## src/rtl/bus_pkg.sv

```systemverilog
// Shared definitions for the bus transfer controller.
//   - FSM state encoding (enum plus width)
//   - default sizing for driver count, destination count and data width
//   - idx_w(): index width for an N-entry select (never below 1 bit)
package bus_pkg;

  localparam int unsigned N_SRC_DEF = 4;
  localparam int unsigned N_DST_DEF = 4;
  localparam int unsigned W_DEF     = 8;

  localparam int unsigned STATE_W = 2;

  typedef enum logic [STATE_W-1:0] {
    ST_IDLE  = 2'd0,
    ST_TURN  = 2'd1,
    ST_DRIVE = 2'd2,
    ST_LOAD  = 2'd3
  } state_e;

  // Index width for an n-way select; a single entry still needs one bit.
  function automatic int unsigned idx_w(input int unsigned n);
    return (n > 1) ? $clog2(n) : 1;
  endfunction

endpackage

```

## src/rtl/bus_onehot_dec.sv

```systemverilog
// Index-to-one-hot decoder with enable gate (combinational).
//   en       : gate; all outputs 0 when low
//   idx      : index to decode; indices >= N decode to all-zero
//   onehot_c : one-hot-or-zero result
module bus_onehot_dec #(
  parameter int unsigned N  = 4,
  parameter int unsigned IW = 2
) (
  input  logic          en,
  input  logic [IW-1:0] idx,
  output logic [N-1:0]  onehot_c
);

  always_comb begin
    onehot_c = '0;
    for (int unsigned i = 0; i < N; i++) begin
      if (en && (32'(idx) == i)) onehot_c[i] = 1'b1;
    end
  end

endmodule

```

## src/rtl/bus_xfer_ctrl.sv

```systemverilog
// Shared-bus transfer controller: sequences IDLE -> TURN -> DRIVE -> LOAD so
// that a tri-state driver is enabled only after a dead (turnaround) cycle and
// the destination register loads while the driver is still on the bus.
//   clk, rst_n          : clock, synchronous active-low reset
//   req_valid/src/dst   : transfer request (accepted when req_ready=1)
//   abort               : cancel an in-flight transfer (ignored in IDLE)
//   bus_data            : resolved bus value, captured at the end of LOAD
//   req_ready           : high in IDLE
//   drv_en, ld_en       : one-hot-or-zero driver enables / load strobes
//   data_out            : last captured bus value
//   done, err           : one-cycle completion / rejection pulses
module bus_xfer_ctrl
  import bus_pkg::*;
#(
  parameter int unsigned N_SRC = N_SRC_DEF,
  parameter int unsigned N_DST = N_DST_DEF,
  parameter int unsigned W     = W_DEF
) (
  input  logic                        clk,
  input  logic                        rst_n,
  input  logic                        req_valid,
  input  logic [idx_w(N_SRC)-1:0]     req_src,
  input  logic [idx_w(N_DST)-1:0]     req_dst,
  input  logic                        abort,
  input  logic [W-1:0]                bus_data,
  output logic                        req_ready,
  output logic [N_SRC-1:0]            drv_en,
  output logic [N_DST-1:0]            ld_en,
  output logic [W-1:0]                data_out,
  output logic                        done,
  output logic                        err
);

  localparam int unsigned SW = idx_w(N_SRC);
  localparam int unsigned DW = idx_w(N_DST);

  localparam logic [STATE_W-1:0] S_IDLE  = ST_IDLE;
  localparam logic [STATE_W-1:0] S_TURN  = ST_TURN;
  localparam logic [STATE_W-1:0] S_DRIVE = ST_DRIVE;
  localparam logic [STATE_W-1:0] S_LOAD  = ST_LOAD;

  logic [STATE_W-1:0] state_q, state_nxt;
  logic [SW-1:0]      src_q, src_nxt;
  logic [DW-1:0]      dst_q, dst_nxt;
  logic               accept_c, bad_c;
  logic               err_nxt, done_nxt;
  logic               drv_on_c, ld_on_c;
  logic [N_SRC-1:0]   drv_dec_c;
  logic [N_DST-1:0]   ld_dec_c;

  // Request qualification: out-of-range index or self-transfer is rejected.
  assign accept_c = req_valid && req_ready;
  assign bad_c    = (32'(req_src) >= N_SRC) || (32'(req_dst) >= N_DST) ||
                    (32'(req_src) == 32'(req_dst));

  // Next-state and next-output logic.
  always_comb begin
    state_nxt = state_q;
    src_nxt   = src_q;
    dst_nxt   = dst_q;
    err_nxt   = 1'b0;
    done_nxt  = 1'b0;
    case (state_q)
      S_IDLE: begin
        if (accept_c) begin
          src_nxt = req_src;
          dst_nxt = req_dst;
          if (bad_c) err_nxt   = 1'b1;
          else       state_nxt = S_TURN;
        end
      end
      S_TURN:  state_nxt = abort ? S_IDLE : S_DRIVE;
      S_DRIVE: state_nxt = abort ? S_IDLE : S_LOAD;
      S_LOAD: begin
        state_nxt = S_IDLE;
        done_nxt  = !abort;
      end
      default: state_nxt = S_IDLE;
    endcase
  end

  // Enables are decoded from the next state so they come straight off flops.
  assign drv_on_c = (state_nxt == S_DRIVE) || (state_nxt == S_LOAD);
  assign ld_on_c  = (state_nxt == S_LOAD);

  bus_onehot_dec #(.N(N_SRC), .IW(SW)) u_drv_dec (
    .en       (drv_on_c),
    .idx      (src_nxt),
    .onehot_c (drv_dec_c)
  );

  bus_onehot_dec #(.N(N_DST), .IW(DW)) u_ld_dec (
    .en       (ld_on_c),
    .idx      (dst_nxt),
    .onehot_c (ld_dec_c)
  );

  // State and registered outputs; reset drops every enable at once.
  always_ff @(posedge clk) begin
    if (!rst_n) begin
      state_q   <= S_IDLE;
      src_q     <= '0;
      dst_q     <= '0;
      req_ready <= 1'b0;
      drv_en    <= '0;
      ld_en     <= '0;
      data_out  <= '0;
      done      <= 1'b0;
      err       <= 1'b0;
    end else begin
      state_q   <= state_nxt;
      src_q     <= src_nxt;
      dst_q     <= dst_nxt;
      req_ready <= (state_nxt == S_IDLE);
      drv_en    <= drv_dec_c;
      ld_en     <= ld_dec_c;
      done      <= done_nxt;
      err       <= err_nxt;
      if (done_nxt) data_out <= bus_data;
    end
  end

endmodule
```

## config.mk

```make
export PLATFORM = sky130hd
export DESIGN_NAME = bus_xfer_ctrl
export DESIGN_NICKNAME = d
export VERILOG_FILES = /design/src/rtl/bus_pkg.sv /design/src/rtl/bus_onehot_dec.sv /design/src/rtl/bus_xfer_ctrl.sv
export SDC_FILE = /design/constraint.sdc
export NUM_CORES = 1
export LEC_CHECK = 0
export CAP_MARGIN = 20
export CELL_PAD_IN_SITES_DETAIL_PLACEMENT = 0
export CELL_PAD_IN_SITES_GLOBAL_PLACEMENT = 2
export CORE_MARGIN = 3
export CORE_UTILIZATION = 24
export CTS_CLUSTER_SIZE = 14
export DETAILED_ROUTE_END_ITERATION = 8
export PLACE_DENSITY_LB_ADDON = 0.1
export SLEW_MARGIN = 20
export SYNTH_ARGS = -nofsm -noshare
export SYNTH_HDL_FRONTEND = slang
export SYNTH_SLANG_ARGS = --single-unit
```

## constraint.sdc

```tcl
create_clock -name clk -period 1.3 [get_ports clk]
set_input_delay 0.26 -clock clk [delete_from_list [all_inputs] [get_ports clk]]
set_output_delay 0.26 -clock clk [all_outputs]
set_load 0.02 [all_outputs]
```

# ---- After elaboration in Yosys (flattened, before gate mapping)
# Index checks and enable logic that the tools add are counted.
dict set report word_totals {
  reg_bits 25
  out_inout_bits 19
  word_cells 56
}
dict set report op_classes {
  n_eq_ne 12
  n_mux 19
  reduce_logical 16
}
# op count
set op_table {}
lappend op_table {{$eq 2x2->1 const B} 8}
lappend op_table {{$mux 2} 8}
lappend op_table {{$mux 1} 10}
lappend op_table {{$logic_and 1x1->1} 9}
lappend op_table {{$logic_not 2->1} 4}
lappend op_table {{$pmux 2 s4} 1}
lappend op_table {{$eq 2x1->1 const B} 3}
lappend op_table {{$reduce_and 3->1} 1}
lappend op_table {{$eq 2x2->1} 1}
lappend op_table {{$logic_not 1->1} 1}
lappend op_table {{$logic_or 1x1->1} 1}

# ---- Longest topological paths before layout
# Gate-level depths: netlist of run 1.
dict set report depth {
  word_depth 8
  depth_mapped 4
  mapped_depth_nobuf 4
}

# ---- Modules after synthesis
# From an unflattened synthesis of run 1, not the netlist that was laid out.
dict set report hier_totals {
  cells_unflattened 85
  hier_area_um2 939.7
}
# module instances cells_per_inst area_each_um2
set modules_own_cells {}
lappend modules_own_cells {bus_xfer_ctrl 1 77 864.6}
lappend modules_own_cells {bus_onehot_dec 2 4 37.5}

# ---- Least setup slack after synthesis of run 1
# OpenSTA, ideal clock, no wires.
dict set report synth_timing {
  path_type {register -> register}
  start {register req_ready}
  end {register dst_q[0]}
  setup_time_ps 128
  arrival_time_ps 1104
  required_ps 1172
  slack_ps 69
  path_stages_with_launch 5
  cell_sequence {dfxtp_1 -> nor4bb_1 -> buf_4 -> mux2i_1 -> nor2_1}
}
dict set report synth_between {
  elab_chain_cells 3
}
# item line_no
set synth_lines {}
lappend synth_lines {{start: declaration} bus_xfer_ctrl.sv:26} ;# output logic req_ready,
lappend synth_lines {{start signal: assignment} bus_xfer_ctrl.sv:114} ;# req_ready <= (state_nxt == S_IDLE);
lappend synth_lines {{$logic_and 1x1->1} bus_xfer_ctrl.sv:52} ;# assign accept_c = req_valid && req_ready;
lappend synth_lines {{$mux 2} bus_xfer_ctrl.sv:65} ;# if (accept_c) begin
lappend synth_lines {{$mux 2} bus_xfer_ctrl.sv:63} ;# case (state_q)
lappend synth_lines {{end signal: assignment} bus_xfer_ctrl.sv:113} ;# dst_q <= dst_nxt;
lappend synth_lines {{end: declaration} bus_xfer_ctrl.sv:44} ;# logic [DW-1:0] dst_q, dst_nxt;
# No other way between the ends.
# A chain may end at the register's enable or synchronous reset.

# ---- Worst setup path in the final report of run 1
dict set report layout_timing {
  start {register data_out[3]}
  end {output port data_out[3]}
}
# item line_no
set layout_lines {}
lappend layout_lines {{start: declaration} bus_xfer_ctrl.sv:29} ;# output logic [W-1:0] data_out,
lappend layout_lines {{start signal: assignment} bus_xfer_ctrl.sv:119} ;# if (done_nxt) data_out <= bus_data;
# No word-level cell between the ends.

==> results of run 1 <==
## sequential cells by signal, summed over array words and instances (netlist names)
register / cells
ld_en: 4
data_out: 8
req_ready: 1
src_q: 2
dst_q: 2
state_q: 2
err: 1
done: 1
drv_en: 4
## timing repair
action,in CTS,in global routing
pin swaps,0,1
endpoints found under the setup margin,19,13
hold endpoints to repair,0,0
gates resized for setup,19,15
## routing by layer
metal | vias up | share of wire, %
li1 | 345 | -
met1 | 305 | 45
met2 | 26 | 47
met3 | 2 | 7.0
met4 | 0 | 1.0
met5 | - | 0
## through the flow
step           instance area [sq um]  total power [W]  hold WS (ns)
2_1_floorplan                  848.3        0.0008635        0.3738
3_3_place_gp                    1292        0.0009482        0.4730
3_5_place_dp                    1292        0.0009494        0.4646
4_1_cts                         1295         0.001302        0.4994
5_1_grt                         1300         0.001349        0.5295
6_report                        1300         0.001280        0.4908
## worst register-to-register path, delay by kind of cell (launching register included)
kind,cells,cell delay [ns]
buffers and inverters,1,0.21
DFF,1,0.37
muxes,1,0.19
and+or+nand+nor,2,0.33
## placed cells by master, fill, tap and decap left out
master,n
clkdlybuf4s15_1,6
xor2_1,1
clkbuf_4,3
mux2i_1,12
nand2_1,3
buf_4,6
clkbuf_2,3
and4bb_2,1
inv_1,3
clkdlybuf4s50_1,15
nand3_1,1
nand4b_1,1
nor4bb_2,1
nor2_1,15
and3_1,2
a221oi_1,1
a31o_2,1
dfxtp_2,2
dlygate4sd2_1,10
nor3_1,2
nand3b_1,1
buf_12,1
dfxtp_1,23
clkbuf_1,1
nor3b_1,3
xnor2_1,2
## worst max-delay path by stage
stage | startpoint | to | slack [ns]
finish | data_out[3] | data_out[3] | 0.05
global route | state_q[1] | dst_q[0] | 0.0009
CTS | data_out[5] | data_out[5] | 0.007
detailed placement | req_valid | dst_q[0] | -0.18
global placement | req_valid | dst_q[0] | -0.19
floorplan | req_ready | dst_q[0] | 0.07
## layout make-up
type / instances / area [sq um]
fillers: 365 / 1903
flip-flops and latches: 25 / 503.0
repair buffers: 41 / 377.9
multi-input cells: 47 / 326.6
well taps: 44 / 55.05
clock buffers: 4 / 26.28
inverters: 3 / 11.26
## cells by family (layout without fill, tap and decap cells)
family / Yosys count / after routing / share of synthesized area (%)
XOR/XNOR: 3 / 3 / 3.098
buffers and inverters: 6 / 48 / 3.244
AO/OA/AOI/OAI: 2 / 2 / 2.065
flip-flops: 25 / 25 / 59.00
AND/OR/NAND/NOR: 30 / 30 / 18.44
multiplexers: 12 / 12 / 14.16
## power groups by stage
stage	logic [W]	registers [W]	clock network, W
5_1_grt	0.000149	0.000799	0.000401
3_5_place_dp	0.000138	0.000811	0
3_3_place_gp	0.000138	0.000811	0
6_report	0.000136	0.000795	0.000349
2_1_floorplan	0.0000495	0.000814	0
4_1_cts	0.000136	0.000794	0.000372
==> metrics.txt, run 1 <==
gr usage total=9.803%; vias in the first global route=715; CTS Root Cell=clkbuf_4; Worst Path Max Fanout=2; fraction of layout cells with a size suffix above 1=15.00%; hold path endpoint=ld_en[1]; end of the worst register-to-register path=dst_q[0]; crit end category=primary output; #FFs+latches synth=25; count leader, synth=dfxtp_1; Final Skew=0.005358 ns; Nets=137; grt total ovfl=0; grt peak-use layer=met2; clock network fraction of total power=27.3%; Critical Path RT=1.04 ns; combinational share of power=10.6%; Netlist Area Pre-Place=848.3 sq um; CTS H-Tree Depth=1; Critical-path top delay cell=dfxtp_1; post-synthesis sequential area ratio=59.00%; RSZ-0062 raised after global routing=false; setup repair bufs after CTS=0; Starting Density=26.48%; Synth Net Count=94; Core Box Area=3203 sq um; Hold Violations, Final=0; register share of total power=62.1%; pre-CTS setup slack=-0.1782 ns; worst slew pin tran=0.2513 ns; Detail Route Antenna Nets=0; R2R Path Start=state_q[1]; first-pass GRT wire length=3229 um; Arr. time, crit path=0.99 ns; Pwr Density=984.5 nW/um^2; Die Span X=65.45 um; Hold Crit Class=reg -> reg; CP Cell Sequence=dlygate4sd2_1; setup TNS=0 ns; P_int=0.0009866 W; die area=4284 sq um; post-synth top area cell=dfxtp_1; sw frac=22.91%; predominant post-synthesis flop cell=dfxtp_1; maxcap violations=0; fin util=40.59%; top cells by count, synth=dfxtp_1 (25), nor2_1 (15), mux2i_1 (12); hold depth=1; stages on the worst setup path=1; initial antenna violation count=0; synth top area cells=dfxtp_1 (59%), mux2i_1 (14%), nor2_1 (6.6%); Worst Path Buf+Inv=1; final worst slack=0.04633 ns; CP peak stage delay=0.35 ns; Post-Syn Instances=78; max_slew headroom=83.25%; GRT met3 Usage=4.103%; Total Wirelength=1832 um; met2 Usage GRT=16.69%; worst reg-to-reg path cell count=4; FP Rows=20; final worst path period share=96.44%; port bufs=34; critical path class=reg -> out; final setup fails=0; dpl hpwl=1372 um; Post-Syn Area per Cell=10.88 sq um; post-synth cell types=20; status=completed; clock transition at the registers of the reported paths=0.14 ns; DRC=0; Final Non-Filler Cells=164; Synth top area share=59.00%; clock sink count=25; fraction of synthesis flops using an asynchronous set or reset pin=0%; CP Launch Type=register; hold_buf cts=0; largest net degree at the start of global routing=14; EDFF count, synth=0; CTS buffer count=3; Worst Hold Launch=dst_q[1]; Leak=0.6316 nW; Layout area overhead=53.25%; WL/cell=11.17 um; Final Slew Violations=0; met1 Usage GRT=11.36%; # IOs=35; vias per inst=4.134; Tmin final=1.254 ns; antenna cells=0; Crit path max-delay family=flip-flops; Psw=0.0002932 W; placer congestion estimate=0.6741; Yosys warnings=0; Die H=65.45 um; CTS tree=yes; clk_lat worst skew=0.31 ns; DR iter-0 viols=23; Placed Cells=160; Clock Path Buffers=2; DR vias=678; drt pass-1 iters=4; Highest Clock Rate=0.7977 GHz; peak supply drop=584.3 uV; flop2flop setup slack=0.10 ns
Note: power is estimated with default switching activity, not from simulation.
==> run 2, diff against run 1 <==
--- a/config.mk
+++ b/config.mk
@@ -12,6 +12,7 @@
 export CORE_UTILIZATION = 24
 export CTS_CLUSTER_SIZE = 14
 export DETAILED_ROUTE_END_ITERATION = 8
+export HOLD_SLACK_MARGIN = 0.15
 export PLACE_DENSITY_LB_ADDON = 0.1
 export SLEW_MARGIN = 20
 export SYNTH_ARGS = -nofsm -noshare
==> results of run 2 <==
Final layout, timing and power as in run 1 (identical DEF).
